===== config.mk =====
export PLATFORM = sky130hd
export DESIGN_NAME = array_feeder
export DESIGN_NICKNAME = d
export VERILOG_FILES = /design/src/rtl/array_feeder_pkg.sv /design/src/rtl/array_feeder_buf.sv /design/src/rtl/array_feeder.sv
export SDC_FILE = /design/constraint.sdc
export NUM_CORES = 1
export LEC_CHECK = 0
export ABC_AREA = 1
export CORE_ASPECT_RATIO = 1.5
export CORE_MARGIN = 4
export CORE_UTILIZATION = 54
export DETAILED_ROUTE_END_ITERATION = 7
export PLACE_DENSITY = 0.75
export SLEW_MARGIN = 20
export SYNTH_ARGS = -nofsm -noshare
export SYNTH_HDL_FRONTEND = slang
export SYNTH_SLANG_ARGS = --single-unit
export TNS_END_PERCENT = 50

===== constraint.sdc =====
create_clock -name clk -period 2.2 [get_ports clk]
set_input_delay 0.22 -clock clk [delete_from_list [all_inputs] [get_ports clk]]
set_output_delay 0.22 -clock clk [all_outputs]
set_load 0.05 [all_outputs]

===== src/rtl/array_feeder_pkg.sv =====
// rtl/array_feeder_pkg.sv - shared mini-TPU parameters and feeder FSM encoding
package array_feeder_pkg;

    localparam int DATA_WIDTH  = 8;
    localparam int N           = 4;
    localparam int FEED_CYCLES = 3 * N - 2;
    localparam int CNT_W       = 4;

    typedef enum logic [1:0] {
        IDLE = 2'd0,
        FEED = 2'd1,
        DONE = 2'd2
    } feed_state_t;

endpackage


===== src/rtl/array_feeder_buf.sv =====
// rtl/array_feeder_buf.sv - feeder_buf: N x N line store with N diagonal read lanes
module feeder_buf #(
    parameter int DATA_WIDTH = array_feeder_pkg::DATA_WIDTH,
    parameter int N          = array_feeder_pkg::N,
    parameter int CNT_W      = array_feeder_pkg::CNT_W
) (
    input  logic                    clk,
    input  logic                    rst_n,
    input  logic                    wr_en,
    input  logic [$clog2(N)-1:0]    wr_idx,
    input  logic [N*DATA_WIDTH-1:0] wr_data,
    input  logic [CNT_W-1:0]        t,
    output logic [N*DATA_WIDTH-1:0] lanes
);

    localparam int IDX_W = $clog2(N);

    logic [DATA_WIDTH-1:0] mem     [N][N];
    logic [DATA_WIDTH-1:0] mem_nxt [N][N];

    always_comb begin
        mem_nxt = mem;
        if (wr_en) begin
            for (int k = 0; k < N; k++) begin
                mem_nxt[wr_idx][k] = wr_data[k*DATA_WIDTH +: DATA_WIDTH];
            end
        end
    end

    always_ff @(posedge clk) begin
        if (!rst_n) begin
            for (int i = 0; i < N; i++) begin
                for (int k = 0; k < N; k++) begin
                    mem[i][k] <= '0;
                end
            end
        end else begin
            mem <= mem_nxt;
        end
    end

    // Lane i walks line i delayed by i counts; it reads the post-write view so
    // a write landing on the same edge as the launch is already visible.
    always_comb begin
        lanes = '0;
        for (int i = 0; i < N; i++) begin
            if (int'(t) >= i && int'(t) < i + N) begin
                lanes[i*DATA_WIDTH +: DATA_WIDTH] = mem_nxt[i][IDX_W'(int'(t) - i)];
            end
        end
    end

endmodule


===== src/rtl/array_feeder.sv =====
// rtl/array_feeder.sv - skewed A/B feeder for the systolic array with registered outputs
module array_feeder #(
    parameter int DATA_WIDTH = array_feeder_pkg::DATA_WIDTH,
    parameter int N          = array_feeder_pkg::N
) (
    input  logic                    clk,
    input  logic                    rst_n,
    input  logic                    wr_en,
    input  logic                    wr_sel,
    input  logic [1:0]              wr_idx,
    input  logic [N*DATA_WIDTH-1:0] wr_data,
    input  logic                    start,
    output logic                    busy,
    output logic                    done,
    output logic [N*DATA_WIDTH-1:0] a_out,
    output logic [N*DATA_WIDTH-1:0] b_out,
    output logic                    we
);

    import array_feeder_pkg::*;

    feed_state_t             state, state_nxt;
    logic [CNT_W-1:0]        cnt, cnt_nxt;
    logic [N*DATA_WIDTH-1:0] a_lanes, b_lanes;
    logic                    buf_open;

    assign buf_open = (state != FEED);

    // B is stored column-major so both buffers share the same diagonal read.
    feeder_buf #(.DATA_WIDTH(DATA_WIDTH), .N(N), .CNT_W(CNT_W)) u_buf_a (
        .clk     (clk),
        .rst_n   (rst_n),
        .wr_en   (wr_en && !wr_sel && buf_open),
        .wr_idx  (wr_idx),
        .wr_data (wr_data),
        .t       (cnt_nxt),
        .lanes   (a_lanes)
    );

    feeder_buf #(.DATA_WIDTH(DATA_WIDTH), .N(N), .CNT_W(CNT_W)) u_buf_b (
        .clk     (clk),
        .rst_n   (rst_n),
        .wr_en   (wr_en && wr_sel && buf_open),
        .wr_idx  (wr_idx),
        .wr_data (wr_data),
        .t       (cnt_nxt),
        .lanes   (b_lanes)
    );

    always_comb begin
        state_nxt = state;
        cnt_nxt   = '0;
        unique case (state)
            IDLE, DONE: state_nxt = start ? FEED : IDLE;
            FEED: begin
                if (cnt == CNT_W'(FEED_CYCLES - 1)) begin
                    state_nxt = DONE;
                end else begin
                    cnt_nxt = cnt + 1'b1;
                end
            end
            default: state_nxt = IDLE;
        endcase
    end

    // Outputs are registered from the next state so they line up with the state they describe.
    always_ff @(posedge clk) begin
        if (!rst_n) begin
            state <= IDLE;
            cnt   <= '0;
            busy  <= 1'b0;
            we    <= 1'b0;
            done  <= 1'b0;
            a_out <= '0;
            b_out <= '0;
        end else begin
            state <= state_nxt;
            cnt   <= cnt_nxt;
            busy  <= (state_nxt == FEED);
            we    <= (state_nxt == FEED);
            done  <= (state_nxt == DONE);
            a_out <= (state_nxt == FEED) ? a_lanes : '0;
            b_out <= (state_nxt == FEED) ? b_lanes : '0;
        end
    end

endmodule


==> summary by stage <==
Route
The via-per-instance ratio is 5.66. The number of detailed-route iterations in the first pass is 7. The routed design has just over 50,000 um of wire. The count of antenna-violating nets left after detailed routing is 0. For this run, design rule violations remaining after detail routing come to 0. After detailed routing, the average wire length per cell comes to around 18 um.

The total vias in the final route is 16.5k. The number of design-rule violations left by the first detailed-router iteration is 1,989.

STA
The clock skew after layout is 13.1 ps. In this run the tightest slew margin relative to its limit is 34.8%. The worst path uses 93.9% of the clock period. Timing would allow up to 0.484 GHz.

Counting I/O delays and the setup requirement, the final critical path takes approximately 2100 ps. The setup-violating endpoint count in the final report is 0. At the pin with the least slew margin, the transition time is 978 ps.

The number of max-slew violations in the final report was 0. The count of final hold-check violations is 0. The final hold slack is 318 ps.

Run
Max-cap violations in this run came to 0.

Setup path
Of all nets on the critical path, the largest fanout is 16. The type of the worst setup path is reg2reg. The worst setup path is captured at a flip-flop.

STA classifies the critical path startpoint as a flip-flop. STA puts the critical path data arrival time at 2530 ps. The worst path required time is around 2700 ps.

Global route
The largest net degree at the start of global routing is 194. The number of global-route vias before repair is 15.5k. The all-layer global routing usage is 30.9%. The initial antenna violation count is 0. The total overflow reported by the global router is 0. The wire length of the first global-routing pass is 80,900 um.

Power
Per report_power, the clock group accounts for 38.2% of the total. The share of total power dissipated in combinational logic is 16.0%. The completed layout was analyzed and its total power is 13.3 mW.

In this run the power density over the cells is 719 nW/um2. The internal power of the cells totals between 9 and 10 mW. The proportion of total power due to net switching is 28.2%.

The static power due to leakage is between 7 and 8 nW. Sequential cells account for 45.8% of the total power. For this design the total switching power over the nets is between 3 and 4 mW. The worst IR drop on VDD is 0.658 mV.

Die
The die covers 32,200 um2. For this configuration, the core starts out at a cell density of between 50% and 60%. The number of ports placed on the die boundary is 106. The region available for standard cell placement spans 28,800 um2.

In this run the core area contains 76 standard-cell rows. The horizontal extent of the die is between 100 and 150 um. The height of the chip is about 220 um.

Synthesis
The synthesized netlist net count is 2,501. Sequential elements use approximately two fifths of the synthesized area. The share of async-settable or async-resettable flops after synthesis is 0%. The count of mapped cells out of synthesis is 2,457. The number of warnings reported in the yosys synthesis log is 0.

The combined area of all synthesized cells is 15,800 um2. Counting flops with a built-in enable in the synthesized netlist gives 0. The total of flip-flops plus latches after synthesis is 328. The average cell area after synthesis is approximately 6.4 um2.

The most used flip-flop cell after synthesis is dfxtp_1. Counting distinct cell types in the post-synthesis netlist gives 26.

Min path
The min-delay analysis places its worst path in the category in2reg.

Clock tree
The number of instances resized during post-cts repair is 0. CTS built an H-tree with a depth of 1. The root buffer cell chosen for the clock tree is clkbuf_16.

Clock-pin slew was measured on the worst setup and hold paths at 60 ps. The post-CTS setup buffer count is 0. The number of clock buffers added by TritonCTS is 31. The number of hold buffers added after CTS was 0. The clock tree from TritonCTS is built. The clock latency of the later-clocked register in the worst-skew pair is 580 ps. The clock net in this run drives a total of 328 sinks. The worst-case clock buffer depth is 3.

Cells and area
At the end of the flow, the number of nets in the layout was 2,552. The post-layout instance count excluding filler cells is between 2k and 3k. The share of the core filled with cells in the final layout is 64.4%.

Of the cells placed in the final design, the portion with a size suffix greater than 1 is 6.14%. The repair_antennas step left the layout with diodes totalling 0. The area growth from synthesis to layout is 17.2%. The layout has roughly 2.6k filler cells.

Place
At the end of routability-driven placement, the weighted congestion stood at 0.916. Counting tap cells, the placed design contains a total of about 2.9k instances. The quantity of I/O buffers inserted on ports is 105. The HPWL after detailed placement is roughly 33,000 um.

Status
The flow ran to the end, and the final reports show no timing, DRC or antenna violations.
[final cells by class]
type | count | area, um2 | share of cell area [%]
flip-flops and latches | 328 | 6570 | 35.4
clock buffers | 44 | 865 | 4.66
multi-input cells | 1731 | 7670 | 41.3
well taps | 390 | 488 | 2.63
inverters | 227 | 860 | 4.63
clock inverters | 7 | 63.8 | 0.344
repair buffers | 189 | 2040 | 11.0
[cells in the mapped netlist, types with 2 or more instances]
cell type | instances | share of area [%]
a21oi_1 | 233 | 7.4
a22oi_1 | 40 | 1.9
buf_1 | 13 | 0.31
buf_2 | 72 | 2.3
buf_4 | 10 | 0.47
buf_6 | 2 | 0.14
clkbuf_1 | 74 | 1.8
dfxtp_1 | 328 | 41
ha_1 | 5 | 0.39
inv_1 | 218 | 5.2
inv_2 | 9 | 0.21
nand2_1 | 770 | 18
nand2_2 | 5 | 0.20
nand3_1 | 367 | 12
nand3_2 | 2 | 0.13
nand3b_1 | 11 | 0.52
nor2_1 | 223 | 5.3
nor2_2 | 3 | 0.12
nor2_4 | 2 | 0.14
nor3_1 | 2 | 0.063
o21ai_0 | 62 | 2.0
o21ai_1 | 2 | 0.063
[metal layers]
layer / part of all wire [%] / GRT usage [%]
met5: 0 / 0
met4: 5.9 / 16.5
met3: 9.6 / 5.26
met1: 39 / 39.3
met2: 46 / 50.0
[worst max-delay path, cell delays in order, from the launching register on]
cell and delay (ps):
dfxtp_1 330, inv_1 80, ha_1 180, nand3_2 120, nand3b_1 150, inv_2 70, ha_2 390, inv_1 120
buf_12 170, nand2_1 70, nor2_1 40, nor2_1 180, nor2_1 60
[state kept, by name (all words and copies together), names as in the netlist]
register and count:
a_out 32, b_out 32, cnt 4, done 1, state 2, u_buf_a.mem 128
u_buf_b.mem 128, we 1
[worst paths after layout]
path / start / end / slack [ps] / cells after the start
max: cnt[1]$_SDFF_PN0_ / b_out[10]$_SDFF_PN0_ / 140 / 12
max reg2reg: cnt[1]$_SDFF_PN0_ / b_out[10]$_SDFF_PN0_ / 140 / 12
min reg2reg: u_buf_a.mem[103]$_SDFF_PN0_ / u_buf_a.mem[103]$_SDFF_PN0_ / 460 / 2
min: start / we$_SDFF_PN0_ / 320 / 3
[metrics by stage]
stage	setup TNS, ps	worst slack (ps)	area [um2]
CTS	0	27.7	18500
detailed placement	0	31.9	17600
floorplan	0	4.17	15900
finish	0	135	18600
global route	-62.1	-12.5	18600
global placement	0	56.6	17600
[logic make-up after synthesis]
group | Yosys count | synth area share, %
xor+xnor | 1 | 0.0553
compound gates | 339 | 11.4
flops | 328 | 41.5
simple gates | 1386 | 36.3
buf+inv | 398 | 10.3
fa+ha+maj | 5 | 0.395
[power by group through the flow]
stage          combinational, mW  clock, mW  sequential (mW)
3_5_place_dp                2.06          0             6.24
2_1_floorplan               1.24          0             6.32
5_1_grt                     2.31       5.38             6.12
3_3_place_gp                2.05          0             6.24
6_report                    2.13       5.10             6.11
4_1_cts                     2.07       5.16             6.11
[layout by cell type (no fill, tap or decap), types with 2 or more instances in the layout]
cell type,count
clkbuf_1,9
inv_1,217
buf_4,54
nor2_4,4
nor3_1,2
buf_6,3
nand3_1,366
clkbuf_8,4
nand3_2,2
o21ai_1,2
ha_1,4
nor2_2,2
nand2_2,6
clkinv_2,5
dfxtp_1,327
o21ai_0,62
a22oi_1,40
buf_12,25
nand3b_1,11
clkdlybuf4s50_1,105
inv_2,8
a21oi_1,233
nand2_1,768
clkbuf_16,32
nor2_1,222
No activity file was read; power rests on OpenSTA's default activity.
